[config.mk]
export PLATFORM = sky130hd
export DESIGN_NAME = hc595_rx_flat
export DESIGN_NICKNAME = d
export VERILOG_FILES = /design/src/rtl/hc595_rx_if.sv /design/src/rtl/hc595_rx.sv /design/src/flat_wrapper.sv
export SDC_FILE = /design/constraint.sdc
export NUM_CORES = 1
export LEC_CHECK = 0
export ABC_AREA = 1
export CORE_UTILIZATION = 50
export CTS_CLUSTER_DIAMETER = 100
export DETAILED_ROUTE_END_ITERATION = 12
export PLACE_DENSITY = 0.75
export SYNTH_ARGS = -nofsm -noshare
export SYNTH_HDL_FRONTEND = slang
export SYNTH_SLANG_ARGS = --single-unit
[constraint.sdc]
create_clock -name sys_clk -period 2.2 [get_ports sys_clk]
set_input_delay 0.33 -clock sys_clk [delete_from_list [all_inputs] [get_ports sys_clk]]
set_output_delay 0.33 -clock sys_clk [all_outputs]
set_load 0.01 [all_outputs]
[src/rtl/hc595_rx_if.sv]
// ----------------------------------------------------------------------------
// hc595_rx_if
// Bundle for the 74HC595 receive-side checker.
//   Link lines (driven by the transmitter side):
//     ds        serial data
//     shcp      shift clock (sampled as data)
//     stcp      storage/latch clock (sampled as data)
//     oe        output enable, active-low
//   Receiver results:
//     q         latched parallel word, zero while outputs disabled
//     q_en      high when outputs are enabled
//     frame_vld one-cycle pulse when the storage register loads
//     frame_err one-cycle pulse with frame_vld when the bit count was wrong
//     bit_cnt   shifts seen since the last latch, saturating
// The master modport is the transmitter/environment, slave is the receiver.
// ----------------------------------------------------------------------------
interface hc595_rx_if #(
    parameter int WIDTH = 14,
    parameter int CNT_W = 5
);
    logic             ds;
    logic             shcp;
    logic             stcp;
    logic             oe;
    logic [WIDTH-1:0] q;
    logic             q_en;
    logic             frame_vld;
    logic             frame_err;
    logic [CNT_W-1:0] bit_cnt;

    modport master (
        output ds, shcp, stcp, oe,
        input  q, q_en, frame_vld, frame_err, bit_cnt
    );

    modport slave (
        input  ds, shcp, stcp, oe,
        output q, q_en, frame_vld, frame_err, bit_cnt
    );
endinterface

[src/rtl/hc595_rx.sv]
// ----------------------------------------------------------------------------
// hc595_rx
// Receive-side model of a 74HC595 driven over ds/shcp/stcp/oe. All four link
// lines are oversampled in the sys_clk domain; rising edges of shcp and stcp
// are detected from synchronized samples and used to rebuild the 595 shift
// and storage registers.
// Ports:
//   sys_clk    system clock, rising edge
//   sys_rst_n  asynchronous active-low reset
//   link       hc595_rx_if.slave (link inputs, parallel word and strobes)
// Parameters:
//   WIDTH  bits per frame (2..31)
//   CNT_W  bit counter width, 2^CNT_W - 1 >= WIDTH
// ----------------------------------------------------------------------------
module hc595_rx #(
    parameter int WIDTH = 14,
    parameter int CNT_W = 5
) (
    input  logic        sys_clk,
    input  logic        sys_rst_n,
    hc595_rx_if.slave   link
);

    localparam logic [CNT_W-1:0] CNT_MAX   = '1;
    localparam logic [CNT_W-1:0] CNT_FRAME = CNT_W'(WIDTH);

    // Synchronizers. shcp/stcp carry a third stage for edge detection.
    logic ds_s1_reg,   ds_s2_reg;
    logic shcp_s1_reg, shcp_s2_reg, shcp_s3_reg;
    logic stcp_s1_reg, stcp_s2_reg, stcp_s3_reg;
    logic oe_s1_reg,   oe_s2_reg;

    // Rebuilt 595 state
    logic [WIDTH-1:0] sr_reg;
    logic [WIDTH-1:0] store_reg;
    logic [CNT_W-1:0] bit_cnt_reg;
    logic [CNT_W-1:0] bit_cnt_next;
    logic             frame_vld_reg;
    logic             frame_err_reg;

    logic shift_evt;
    logic latch_evt;

    assign shift_evt = shcp_s2_reg & ~shcp_s3_reg;
    assign latch_evt = stcp_s2_reg & ~stcp_s3_reg;

    // A latch clears the count; if a shift lands in the same cycle, that
    // shift is the first bit of the next frame.
    always_comb begin
        bit_cnt_next = bit_cnt_reg;
        if (latch_evt) begin
            bit_cnt_next = shift_evt ? CNT_W'(1) : '0;
        end else if (shift_evt && (bit_cnt_reg != CNT_MAX)) begin
            bit_cnt_next = bit_cnt_reg + CNT_W'(1);
        end
    end

    always_ff @(posedge sys_clk or negedge sys_rst_n) begin
        if (!sys_rst_n) begin
            ds_s1_reg     <= 1'b0;
            ds_s2_reg     <= 1'b0;
            shcp_s1_reg   <= 1'b0;
            shcp_s2_reg   <= 1'b0;
            shcp_s3_reg   <= 1'b0;
            stcp_s1_reg   <= 1'b0;
            stcp_s2_reg   <= 1'b0;
            stcp_s3_reg   <= 1'b0;
            oe_s1_reg     <= 1'b1;
            oe_s2_reg     <= 1'b1;
            sr_reg        <= '0;
            store_reg     <= '0;
            bit_cnt_reg   <= '0;
            frame_vld_reg <= 1'b0;
            frame_err_reg <= 1'b0;
        end else begin
            ds_s1_reg   <= link.ds;
            ds_s2_reg   <= ds_s1_reg;
            shcp_s1_reg <= link.shcp;
            shcp_s2_reg <= shcp_s1_reg;
            shcp_s3_reg <= shcp_s2_reg;
            stcp_s1_reg <= link.stcp;
            stcp_s2_reg <= stcp_s1_reg;
            stcp_s3_reg <= stcp_s2_reg;
            oe_s1_reg   <= link.oe;
            oe_s2_reg   <= oe_s1_reg;

            // Storage takes the pre-shift sr, matching the 595 where the
            // storage stage is one step behind the shift stage.
            if (latch_evt) begin
                store_reg <= sr_reg;
            end
            if (shift_evt) begin
                sr_reg <= {sr_reg[WIDTH-2:0], ds_s2_reg};
            end

            bit_cnt_reg   <= bit_cnt_next;
            frame_vld_reg <= latch_evt;
            frame_err_reg <= latch_evt && (bit_cnt_reg != CNT_FRAME);
        end
    end

    // Output gating: combinational from registered store and synchronized oe.
    genvar gi;
    generate
        for (gi = 0; gi < WIDTH; gi++) begin : g_q_gate
            assign link.q[gi] = store_reg[gi] & ~oe_s2_reg;
        end
    endgenerate

    assign link.q_en      = ~oe_s2_reg;
    assign link.frame_vld = frame_vld_reg;
    assign link.frame_err = frame_err_reg;
    assign link.bit_cnt   = bit_cnt_reg;

endmodule

[src/flat_wrapper.sv]
// flat-port wrapper written by rule: the top's interface ports become plain ports
module hc595_rx_flat 
#(
    parameter int WIDTH = 14,
    parameter int CNT_W = 5
)
  (sys_clk, sys_rst_n, link_ds, link_shcp, link_stcp, link_oe, link_q, link_q_en, link_frame_vld, link_frame_err, link_bit_cnt);
  hc595_rx_if #(.WIDTH(WIDTH), .CNT_W(CNT_W)) link_i ();
  input  logic sys_clk;
  input  logic sys_rst_n;
  input wire logic [$bits(link_i.ds)-1:0] link_ds;
  input wire logic [$bits(link_i.shcp)-1:0] link_shcp;
  input wire logic [$bits(link_i.stcp)-1:0] link_stcp;
  input wire logic [$bits(link_i.oe)-1:0] link_oe;
  output wire logic [$bits(link_i.q)-1:0] link_q;
  output wire logic [$bits(link_i.q_en)-1:0] link_q_en;
  output wire logic [$bits(link_i.frame_vld)-1:0] link_frame_vld;
  output wire logic [$bits(link_i.frame_err)-1:0] link_frame_err;
  output wire logic [$bits(link_i.bit_cnt)-1:0] link_bit_cnt;
  assign link_i.ds = link_ds;
  assign link_i.shcp = link_shcp;
  assign link_i.stcp = link_stcp;
  assign link_i.oe = link_oe;
  assign link_q = link_i.q;
  assign link_q_en = link_i.q_en;
  assign link_frame_vld = link_i.frame_vld;
  assign link_frame_err = link_i.frame_err;
  assign link_bit_cnt = link_i.bit_cnt;
  hc595_rx #(.WIDTH(WIDTH), .CNT_W(CNT_W)) u_core (.sys_clk(sys_clk), .sys_rst_n(sys_rst_n), .link(link_i));
endmodule
; Word-level counts from Yosys, hierarchy flattened
; Index checks and enable logic that the tools add are counted.
[totals]
ff_bits = 45
out_inout_bits = 22
[op_classes]
n_addsub = 1
eq_ne = 2
n_mux = 3
n_bitwise = 19
n_reduce_logical = 3
[op_table]
columns = cell, n
row1 = 1-bit AND, 16
row2 = 5-bit 2-to-1 mux, 2
row3 = 5-bit by 1-bit adder with 5-bit output (second input constant), 1
row4 = 5-bit by 4-bit inequality test with 1-bit output (second input constant), 1
row5 = 5-bit inequality test (second input constant), 1
row6 = 1-bit NOT, 3
row7 = 1-bit logical AND, 2
row8 = 2-bit nonzero test, 1
row9 = 1-bit 2-to-1 mux, 1

; Depth between registers and ports, before layout
; Gate-level depths: netlist of the first run.
[depth]
depth_word = 5
ltp_mapped = 9
depth_no_buf = 9

; Least setup slack after synthesis of the first run
; OpenSTA, ideal clock, no wires.
[synth_path]
path_kind = register -> register
startpoint = reg u_core.bit_cnt_reg[0], in the netlist u_core.link.bit_cnt[0]
endpoint = reg u_core.bit_cnt_reg[1], in the netlist u_core.link.bit_cnt[1]
setup_ps = 118
arrival_time_ps = 1410
required_time_ps = 2082
setup_slack_ps = 672
stages_incl_launch_ff = 10
n_path_buf = 0
cell_sequence = dfrtp_1 ha_1 and3_1 ha_1 inv_1 nand3_1 nand2_1 inv_1 nand2_1 o21ai_2
[synth_via]
elab_chain_len = 3
word_cells_on_any_way = 6
cone_classes = add/sub: 1 / eq/ne: 1 / mux: 2 / reduce/logical: 2
[synth_rtl]
columns = item, line_no
row1 = start: declaration, hc595_rx.sv:36  ; logic [CNT_W-1:0] bit_cnt_reg;
row2 = start signal: assignment, hc595_rx.sv:96  ; bit_cnt_reg <= bit_cnt_next;
row3 = 5-bit by 1-bit adder with 5-bit output or 5-bit inequality test (tied branches), "hc595_rx.sv:54, hc595_rx.sv:53"
row4 = 5-bit 2-to-1 mux or 1-bit logical AND (tied branches), hc595_rx.sv:53  ; end else if (shift_evt && (bit_cnt_reg != CNT_MAX)) begin
row5 = 5-bit 2-to-1 mux or 2-bit nonzero test (tied branches), -
; Several ways; a longest one is shown, not always the timed one. The select of a mux whose other input is x is not followed.
; A chain may end at the register's enable or synchronous reset.

; Worst setup path in the final report of the first run
[layout_path]
startpoint = reg u_core.oe_s2_reg
endpoint = out link_q[12]
[layout_via]
elab_chain_len = 2
[layout_rtl]
columns = item, line_no
row1 = start: declaration, hc595_rx.sv:31  ; logic oe_s1_reg, oe_s2_reg;
row2 = start signal: assignment, hc595_rx.sv:85  ; oe_s2_reg <= oe_s1_reg;
row3 = 1-bit NOT, hc595_rx.sv:106  ; assign link.q[gi] = store_reg[gi] & ~oe_s2_reg;
row4 = 1-bit AND, hc595_rx.sv:106
row5 = end: declaration, flat_wrapper.sv:15  ; output wire logic [$bits(link_i.q)-1:0] link_q;
; Every way passes these cells.

==> results of run 1 <==
through the flow:
stage,setup WS [ns],instance area (sq um),utilization
after floorplan,0.672,1780,-
after global placement,0.615,2080,0.618
after detailed placement,0.554,2080,0.618
after CTS,0.186,2180,0.647
after global routing,0.130,2180,0.647
final,0.224,2180,0.647
worst paths after layout:
path,from,to,slack [ns],cells past startpoint
worst min-delay path,u_core.shcp_s1_reg,u_core.shcp_s2_reg,0.37,0
worst max register to register,u_core.link.bit_cnt[1],u_core.link.bit_cnt[1],0.52,9
max in group asynchronous,sys_rst_n,u_core.store_reg[1],1.07,3
worst min register to register,u_core.shcp_s1_reg,u_core.shcp_s2_reg,0.37,0
worst max-delay path,u_core.oe_s2_reg,link_q[12],0.22,2
min in group asynchronous,sys_rst_n,u_core.stcp_s2_reg,0.44,2
cells in the final DEF (no fill, tap or decap), types with 2 or more instances in the layout:
master | synthesis | routed
sky130_fd_sc_hd__buf_4 | 0 | 3
sky130_fd_sc_hd__nand3_1 | 6 | 6
sky130_fd_sc_hd__dfrtp_1 | 43 | 43
sky130_fd_sc_hd__ha_1 | 3 | 3
sky130_fd_sc_hd__clkdlybuf4s50_1 | 0 | 26
sky130_fd_sc_hd__o21ai_1 | 4 | 4
sky130_fd_sc_hd__dfstp_2 | 2 | 2
sky130_fd_sc_hd__nor2_1 | 18 | 18
sky130_fd_sc_hd__o21ai_0 | 24 | 24
sky130_fd_sc_hd__a21oi_1 | 3 | 3
sky130_fd_sc_hd__nand2_1 | 37 | 37
sky130_fd_sc_hd__clkbuf_4 | 0 | 5
sky130_fd_sc_hd__inv_1 | 34 | 34
worst max-delay path: cells and delay by family (launching register included):
family,cells,cell delay (ns)
flops,1,0.71
buf+inv,1,0.48
simple gates,1,0.10
logic make-up after synthesis:
group / Yosys count / synth area share
buffers and inverters: 42 / 0.0999
and+or+nand+nor: 63 / 0.148
adders and majority gates: 3 / 0.0211
DFF: 45 / 0.634
AOI/OAI and AO/OA: 33 / 0.0970
final cells by class:
type / count / area [sq um]
clock buffers: 6 / 51.3
clock inverters: 2 / 37.5
fillers: 289 / 1190
inverters: 35 / 131
multi-input cells: 99 / 473
flip-flops and latches: 45 / 1130
well taps: 46 / 57.6
repair buffers: 31 / 298
routing by layer:
layer / vias up / routed length [um]
li1: 627 / -
met1: 563 / 1390
met2: 26 / 1480
met3: 8 / 120
met4: 0 / 59
met5: - / 0
power breakdown:
| part | total, mW | switching [mW] | internal (mW) | leakage (nW) |
|---|---|---|---|---|
| clock | 0.526 | 0.256 | 0.270 | 0.0445 |
| combinational | 0.312 | 0.166 | 0.146 | 0.400 |
| sequential | 1.02 | 0.0707 | 0.949 | 0.577 |
| total | 1.86 | 0.492 | 1.36 | 1.02 |
cells in the mapped netlist:
library cell	n
sky130_fd_sc_hd__a21oi_1	3
sky130_fd_sc_hd__a41oi_1	1
sky130_fd_sc_hd__and3_1	1
sky130_fd_sc_hd__buf_2	4
sky130_fd_sc_hd__buf_6	2
sky130_fd_sc_hd__clkbuf_1	1
sky130_fd_sc_hd__dfrtp_1	43
sky130_fd_sc_hd__dfstp_2	2
sky130_fd_sc_hd__ha_1	3
sky130_fd_sc_hd__inv_1	34
sky130_fd_sc_hd__inv_2	1
sky130_fd_sc_hd__nand2_1	37
sky130_fd_sc_hd__nand3_1	6
sky130_fd_sc_hd__nor2_1	18
sky130_fd_sc_hd__nor2_8	1
sky130_fd_sc_hd__o21ai_0	24
sky130_fd_sc_hd__o21ai_1	4
sky130_fd_sc_hd__o21ai_2	1
timing repair:
item                                   CTS  global route
hold buffers                             1             0
buffers inserted                         0             0
endpoints found under the hold margin   18             0
==> results by stage, run 1 <==
Status:
- The run finished with clean final reports.

Power:
- VDD sags by at most 0.000561 V.
- For this design the static power due to leakage is 1.02 nW.
- The power density of the placed cells is 853 mW/mm^2.
- Overall power consumption after layout is estimated at 1.86 mW.

Clock tree:
- The clock buffer count from CTS is 5.
- After clock tree synthesis, the clock-pin slew on the worst setup and hold paths is 0.13 ns.
- Once the clock tree was built, the resizer swapped 0 gates to a different size.
- TritonCTS built the clock tree.
- The H-tree was split into 2 levels.
- The cell sitting at the root of the clock tree is a sky130_fd_sc_hd__clkbuf_4.
- The number of sinks handled by clock tree synthesis is 45.
- The clock reaches the later pin of the worst-skew pair after 0.35 ns.
- No sink is reached through more buffers than the 2 on the longest clock path.

Global route:
- The initial antenna violation count is 0.
- For met1 alone, demand over resource in global routing was 0.231.
- Entering global routing, the biggest net connects 30 pins.
- The number of global-route vias before repair is 1187.
- For met2 alone, demand over resource in global routing was 0.301.
- The most used routing layer in global routing is met2.
- The met3 track utilization from global routing is 0.0483.
- The leftover overflow at the end of global routing is 0.
- The wire length of the first global-routing pass is 5010 um.
- The aggregate global-route resource usage is 0.188.

Timing:
- At the pin with the least slew margin, the transition time is 0.605 ns.
- The number of max-slew violations in the final report is 0.
- The clock skew after layout is 0.00754 ns.
- Derived from the worst setup path, the maximum achievable clock frequency is 506 MHz.
- Of the available clock period, the critical path in the final layout requires 0.898.
- The tightest hold margin is 0.368 ns.
- Setup violations remaining at the end of the flow were counted as 0.
- The worst max-slew margin expressed relative to the limit is 0.596.
- Adding up every negative setup slack in the final design gives 0 ns.
- The time the worst path needs with I/O delays and setup is 1.98 ns.
- Setup repair after global routing left no endpoint under its margin.
- The number of hold-slack violations in the final timing report came to 0.

Route:
- Using the TritonRoute via totals, the vias-per-cell ratio works out to 4.64.
- In the final routed layout, each cell accounts on average for 11.5 um.
- After detailed routing, the number of remaining DRC violations is 0.
- For this block, the initial DRC count from the detailed router was 47.
- Across all layers, the routed design uses 1224 vias.
- For this run, the detailed router's first-pass iteration total came to 4.
- The remaining antenna violation count is 0.
- The routed design has 3050 um of wire.

Worst setup path:
- In this design, the stage delay of the slowest critical-path cell is 0.71 ns.
- Traced cell by cell, the critical path runs through nor2_1 > clkdlybuf4s50_1.
- STA classifies the critical path startpoint as a flip-flop.
- For the worst setup path, the data required time is 1.87 ns.
- The slowest library cell on the worst path is sky130_fd_sc_hd__dfstp_2.
- The critical path arrival is 1.65 ns.
- Of all nets on the critical path, the largest fanout is 15.
- The capturing element type of the critical path is a primary output.
- The critical setup path kind is reg2out.

Synthesis:
- The top cell type by total area after synthesis is sky130_fd_sc_hd__dfrtp_1.
- Averaged over all synthesized cells, the footprint is 9.57 sq um.
- The number of nets in the synthesized netlist is 195.
- After synthesis, the cell types taking the most area are sky130_fd_sc_hd__dfrtp_1 (60%), sky130_fd_sc_hd__nand2_1 (7.8%), sky130_fd_sc_hd__inv_1 (7.2%), sky130_fd_sc_hd__o21ai_0 (6.8%), sky130_fd_sc_hd__nor2_1 (3.8%).
- The share of synthesized area in the top cell type comes to 0.605.
- The flop and latch count out of synthesis is 45.
- The share of the Yosys chip area taken by registers is 0.634.
- The number of warning messages in the yosys log is 0.
- The cell area that synthesis handed to floorplanning was 0.00178 sq mm.
- The count of distinct cell types in the synthesized netlist is 18.
- The gate count after technology mapping is 186.

Placement:
- Port buffering added 27 buffers.
- Once detailed placement completed, the half-perimeter wirelength came to 2040 um.
- In this run, placement finished with an instance count of 255.
- At the end of routability-driven placement, the weighted congestion stood at 0.744.

Floorplanning:
- The horizontal extent of the die is 61.7 um.
- The count of standard-cell rows is 21.
- The count of boundary I/O pins is 28.
- The overall die area is 0.00380 sq mm.
- The vertical die dimension is 61.7 um.
- In this run the standard cell core region covers 0.00336 sq mm.
- The starting utilization of the core area is 0.529.

Min path:
- The worst hold path class is reg2reg.

Finish:
- The finished layout holds 264 standard cells, fillers aside.
- The layout overhead on the synthesized area is 22.4%.
- Of the cells placed in the final design, the portion with a size suffix greater than 1 is 0.0780.
- The number of antenna diodes in the final layout is 0.
- At the end of the flow, the number of nets in the layout was 226.

Job:
- The max-cap violation count is 0.
Power figures use the tool's default switching activity.
==> inputs of run 2 (changes only) <==
Settings changed: CELL_PAD_IN_SITES_DETAIL_PLACEMENT set to 1, CELL_PAD_IN_SITES_GLOBAL_PLACEMENT set to 2, CORE_UTILIZATION 50 to 35, PLACE_DENSITY 0.75 to unset, PLACE_DENSITY_LB_ADDON set to 0.1, SLEW_MARGIN set to 20.
==> results by stage, run 2 (synthesis gave the netlist of run 1 again) <==
Worst setup path:
- The critical path arrival is 1.59 ns (-0.06 ns).
- The critical path starts at u_core.oe_s2_reg.
- The highest fanout seen on the critical path is 15 (unchanged).
- The endpoint identified for the worst register-to-register timing path is u_core.link.bit_cnt[0].
- The data required time at the worst endpoint is 1.87 ns (about the same).
- The capturing element type of the critical path is a primary output.
- The setup path with the least slack is of type reg2out.
- The worst-case reg-to-reg path depth came to 9 (unchanged).
- The register-to-register setup slack came to 0.56 ns (+0.04 ns).
- STA classifies the critical path startpoint as a flip-flop.
- The critical path ends at link_q[12].
- The worst flop-to-flop path startpoint is u_core.link.bit_cnt[1].

Timing:
- The tightest hold margin is 0.0238 ns (-0.344 ns).
- The final clock period utilization by the worst path is 0.873 (-0.0255).
- Setup repair after global routing left no endpoint under its margin.
- The clock skew after layout came to 0.00947 ns (+0.00193 ns).
- The transition time at the pin with the least slew margin came to 0.646 ns (+0.0409 ns).
- The number of max-slew violations in the final report is 0 (unchanged).
- The highest clock rate is 521 MHz (+2.9%).
- The number of setup violations in the final report is 0 (unchanged).
- The worst max-slew margin expressed relative to the limit is 0.568 (-0.0273).
- The accumulated negative setup slack came to 0 ns (unchanged).
- The time the worst path needs with I/O delays and setup is 1.92 ns (-0.0561 ns).
- The number of hold-slack violations in the final timing report is 0 (unchanged).

Floorplanning:
- The starting utilization of the core area is 0.369 (-0.160).
- The count of boundary I/O pins came to 28 (unchanged).
- The total core area is 0.00482 sq mm (+43%).
- The overall die area is 0.00537 sq mm (+41%).
- The count of standard-cell rows came to 25 (+19%).
- The vertical die dimension came to 73.3 um (+19%).
- The horizontal extent of the die is 73.3 um (+19%).

Route:
- The highest metal layer carrying signal wires in the routed design is met4.
- The met3 layer wire length in the routed design is 116 um (-3.3%).
- The detailed-router iteration count before antenna repair is 4 (unchanged).
- The post-detailed-route DRC marker count is 0 (unchanged).
- The total wire length after detailed routing is 3520 um (+15%).
- The remaining antenna violation count is 0 (unchanged).
- The met1 wire length was 1600 um (+15%).
- The number of DRC markers in iteration 0 is 47 (unchanged).
- The routed length per instance came to 12.4 um (+7.3%).
- The via total after detailed routing is 1283 (+4.8%).
- The ratio of routed vias to standard cells is 4.52 (-2.6%).
- The wire length on met2 is 1770 um (+20%).

Clock tree:
- The number of sinks handled by clock tree synthesis came to 45 (unchanged).
- The root buffer selected by CTS is sky130_fd_sc_hd__clkbuf_8.
- The largest buffer count on any clock path is 2 (unchanged).
- The number of setup buffers added after CTS came to 0 (unchanged).
- The CTS H-tree depth is 2 (unchanged).
- The clock network latency to the later pin of the worst-skew pair was 0.29 ns (-0.06 ns).
- The clock-pin slew of the registers on the worst-case setup and hold paths came to 0.08 ns (-0.05 ns).
- The clock buffer count from CTS is 5 (unchanged).
- The number of instances resized during post-cts repair was 0 (unchanged).
- The CTS tree is yes.
- The total of hold buffers inserted after clock tree synthesis came to 0 (-1).

Finish:
- The layout overhead on the synthesized area is 23.6%.
- The share of post-route cells with drive strength above 1 is 0.0737 (-0.00425).
- The final net count is 226 (unchanged).
- The utilization of the core after routing was 0.456 (-0.191).
- The antenna diode count was 0 (unchanged).
- Leaving out fill and tap cells, the most frequent cells in the layout are sky130_fd_sc_hd__dfrtp_1 (43), sky130_fd_sc_hd__nand2_1 (37), sky130_fd_sc_hd__inv_1 (34).
- The commonest non-fill, non-tap cell in the layout is sky130_fd_sc_hd__dfrtp_1.

Global route:
- The maximum number of pins on one net before global-route repair came to 25 (-17%).
- The initial antenna violation count came to 0 (unchanged).
- The number of global-route vias before repair is 1335 (+12%).
- The leftover overflow at the end of global routing is 0 (unchanged).
- The wire length of the first global-routing pass is 6090 um (+21%).
- The aggregate global-route resource usage is 0.152 (-0.0364).

Job:
- The max-cap violation count is 0 (unchanged).

Power:
- The worst supply voltage drop on vdd is 0.000344 V (-39%).
- The power density of the placed cells is 836 mW/mm^2 (-2.0%).
- The leakage power total is 1.02 nW (about the same).

Placement:
- The final estimated routing congestion in global placement came to 0.700 (-6.0%).
- The number of buffers added on ports is 27 (unchanged).
- The HPWL reported at the end of detailed placement came to 2500 um (+22%).

Status:
- The run finished with clean final reports.

Min path:
- The worst hold path class is in2async.
## run 2: power breakdown
group | total, mW | internal (mW) | leakage (nW) | switching, mW
Clock | 0.501 | 0.249 | 0.0443 | 0.252
Combinational | 0.317 | 0.145 | 0.401 | 0.171
Sequential | 1.02 | 0.949 | 0.577 | 0.0712
Total | 1.84 | 1.34 | 1.02 | 0.494
## run 2: worst min path at each step
stage | from | end | slack, ns | cells after the start
floorplan | sys_rst_n | u_core.ds_s1_reg | 0.03 | 0
global placement | u_core.stcp_s1_reg | u_core.stcp_s2_reg | 0.33 | 0
detailed placement | u_core.ds_s1_reg | u_core.ds_s2_reg | 0.34 | 0
CTS | sys_rst_n | u_core.link.bit_cnt[2] | 0.04 | 1
global route | sys_rst_n | u_core.link.bit_cnt[2] | 0.06 | 1
finish | sys_rst_n | u_core.store_reg[4] | 0.02 | 1
## run 2: layout make-up
type / instances / area (sq um)
Sequential cell: 45 / 1130
Clock buffer: 7 / 86.3
Tap cell: 67 / 83.8
Inverter: 35 / 131
Timing Repair Buffer: 31 / 295
Multi-Input combinational cell: 99 / 473
Fill cell: 588 / 2620
## run 2: critical path: stages (launching register included)
cell	delay (ns)
sky130_fd_sc_hd__dfstp_2	0.71
sky130_fd_sc_hd__nor2_1	0.10
sky130_fd_sc_hd__clkdlybuf4s50_1	0.49
## run 2: metal layers
metal  GRT usage  vias up
met5           0        -
met4      0.0513        0
met3      0.0412        4
met2       0.252       21
met1       0.192      635
li1            -      623
## run 2: through the flow
step | setup WS (ns) | instance area [sq um] | power, mW | instances
detailed placement | 0.567 | 2110 | 1.36 | 277
finish | 0.280 | 2200 | 1.84 | 284
global route | 0.183 | 2200 | 1.96 | 284
floorplan | 0.672 | 1780 | 1.20 | 186
CTS | 0.225 | 2200 | 1.88 | 284
global placement | 0.582 | 2110 | 1.34 | 277
==> inputs of run 3 (changes only) <==
Settings changed: CTS_BUF_LIST set to sky130_fd_sc_hd__clkbuf_4 sky130_fd_sc_hd__clkbuf_8 sky130_fd_sc_hd__clkbuf_16, CTS_CLUSTER_DIAMETER 100 to 40.
==> results by stage, run 3 (synthesis gave the netlist of run 1 again) <==
Status:
- The flow ran to the end, and the final reports show no timing, DRC or antenna violations.

Worst setup path:
- The capturing element type of the critical path is a primary output.
- STA classifies the critical path startpoint as a flip-flop.
- The endpoint of the lowest-slack register-to-register path is u_core.link.bit_cnt[0].
- For this design, the slowest cell found on the critical path is sky130_fd_sc_hd__dfstp_2.
- The data required time at the worst endpoint was 1.87 ns (about the same).
- The critical path goes through nor2_1 > clkdlybuf4s50_1.
- The worst flop-to-flop path startpoint is u_core.link.bit_cnt[1].
- The delay contributed by the slowest stage of the critical path is 0.72 ns (about the same).
- The highest fanout seen on the critical path is 15 (unchanged).
- The worst-case reg-to-reg path depth is 9 (unchanged).
- The sum of buffers and inverters on the critical path is 1 (unchanged).
- The register-to-register setup slack is 0.56 ns (about the same).
- The kind of cell with the highest combined delay along the critical path is flip-flops.
- The critical path arrival is 1.59 ns (about the same).
- The critical setup path kind is reg2out.

Floorplanning:
- The count of standard-cell rows was 25 (unchanged).
- The total core area was 0.00482 sq mm (unchanged).
- The overall die area is 0.00537 sq mm (unchanged).
- The vertical die dimension is 73.3 um (unchanged).
- The horizontal extent of the die came to 73.3 um (unchanged).
- The count of boundary I/O pins is 28 (unchanged).
- The starting utilization of the core area is 0.369 (unchanged).

Clock tree:
- The number of instances resized during post-cts repair came to 0 (unchanged).
- The CTS H-tree depth came to 2 (unchanged).
- The clock-pin slew of the registers on the worst-case setup and hold paths is 0.08 ns (about the same).
- The number of sinks handled by clock tree synthesis is 45 (unchanged).
- The largest buffer count on any clock path was 2 (unchanged).
- The number of setup buffers added after CTS came to 0 (unchanged).
- CTS placed an instance of sky130_fd_sc_hd__clkbuf_8 at the clock tree root.
- The clock network latency to the later pin of the worst-skew pair is 0.29 ns (about the same).
- The total of hold buffers inserted after clock tree synthesis came to 0 (unchanged).
- The clock buffer count from CTS was 5 (unchanged).
- TritonCTS built the clock tree.

Timing:
- Setup repair after global routing left no endpoint under its margin.
- The time the worst path needs with I/O delays and setup is 1.92 ns (+0.000739 ns).
- The tightest hold margin is 0.0229 ns (-0.000910 ns).
- The final worst setup slack is 0.279 ns (-0.000739 ns).
- The worst max-slew margin expressed relative to the limit was 0.543 (-0.0260).
- The number of hold-slack violations in the final timing report is 0 (unchanged).
- The clock skew after layout is 0.00989 ns (+0.000425 ns).
- The highest clock rate is 521 MHz (about the same).
- The final clock period utilization by the worst path was 0.873 (about the same).
- The number of setup violations in the final report is 0 (unchanged).
- The transition time at the pin with the least slew margin is 0.685 ns (+0.0388 ns).
- The number of max-slew violations in the final report is 0 (unchanged).
- The accumulated negative setup slack is 0 ns (unchanged).

Min path:
- The worst hold path class is in2async.

Power:
- The leakage power total was 1.03 nW (+0.33%).
- The worst supply voltage drop on vdd is 0.000345 V (+0.23%).
- The total power draw is 1.85 mW (+0.80%).
- The power density of the placed cells was 842 mW/mm^2 (+0.63%).

Finish:
- The library cell used most frequently in the layout, excluding fill and tap cells, is sky130_fd_sc_hd__dfrtp_1.
- The share of post-route cells with drive strength above 1 is 0.0783 (+0.00461).
- The area growth from synthesis to layout is 23.8%.
- The number of standard cells in the layout, taps in and fillers out came to 284 (unchanged).
- The utilization of the core after routing is 0.457 (+0.000779).
- The final net count is 226 (unchanged).
- The antenna diode count is 0 (unchanged).
- The top cell types in the final layout, fill and taps aside, are sky130_fd_sc_hd__dfrtp_1 (43), sky130_fd_sc_hd__nand2_1 (37), sky130_fd_sc_hd__inv_1 (34).
- The cell area after layout is 0.00220 sq mm (+0.17%).

Global route:
- The aggregate global-route resource usage is 0.152 (-0.000161).
- The wire length of the first global-routing pass is 6080 um (-0.12%).
- The maximum number of pins on one net before global-route repair was 25 (unchanged).
- The leftover overflow at the end of global routing is 0 (unchanged).
- The initial antenna violation count is 0 (unchanged).
- The number of global-route vias before repair is 1335 (unchanged).

Placement:
- The HPWL reported at the end of detailed placement was 2500 um (unchanged).
- The placed cell count is 277 (unchanged).
- The number of buffers added on ports was 27 (unchanged).
- The setup slack at placement is 0.567 ns (unchanged).
- The final estimated routing congestion in global placement came to 0.700 (unchanged).
- The placed cell area is 0.00211 sq mm (unchanged).

Route:
- The ratio of routed vias to standard cells is 4.52 (about the same).
- The total wire length after detailed routing came to 3540 um (+0.57%).
- The number of DRC markers in iteration 0 is 53 (+13%).
- The via total after detailed routing was 1284 (+0.078%).
- The detailed-router iteration count before antenna repair was 4 (unchanged).
- The post-detailed-route DRC marker count is 0 (unchanged).
- The remaining antenna violation count is 0 (unchanged).
- The routed length per instance is 12.5 um (+0.57%).

Job:
- The max-cap violation count was 0 (unchanged).
[run 3: worst max path at each step]
stage / startpoint / end / slack, ns / depth (start not counted)
2_1_floorplan: u_core.link.bit_cnt[0] / u_core.link.bit_cnt[1] / 0.67 / 9
3_3_place_gp: u_core.oe_s2_reg / link_q[12] / 0.58 / 2
3_5_place_dp: u_core.link.bit_cnt[1] / u_core.link.bit_cnt[0] / 0.57 / 9
4_1_cts: u_core.oe_s2_reg / link_q[10] / 0.23 / 2
5_1_grt: u_core.oe_s2_reg / link_q[6] / 0.18 / 2
6_report: u_core.oe_s2_reg / link_q[12] / 0.28 / 2
[run 3: power by group]
group / switching (mW) / total, mW / internal [mW]
registers: 0.0710 / 1.02 / 0.949
logic: 0.172 / 0.317 / 0.145
clock network: 0.254 / 0.515 / 0.262
[run 3: cell type report]
type / count / area, sq um
Sequential cell: 45 / 1130
Timing Repair Buffer: 31 / 295
Fill cell: 585 / 2620
Clock buffer: 7 / 90.1
Inverter: 35 / 131
Tap cell: 67 / 83.8
Multi-Input combinational cell: 99 / 473
[run 3: layer usage]
metal / wire length (um) / part of all wire / up-vias / track usage
met3: 117 / 0.033 / 4 / 0.0412
met2: 1780 / 0.50 / 22 / 0.252
li1: - / - / 623 / -
met5: 0 / 0 / - / 0
met1: 1610 / 0.46 / 635 / 0.192
met4: 28 / 0.0079 / 0 / 0.0513
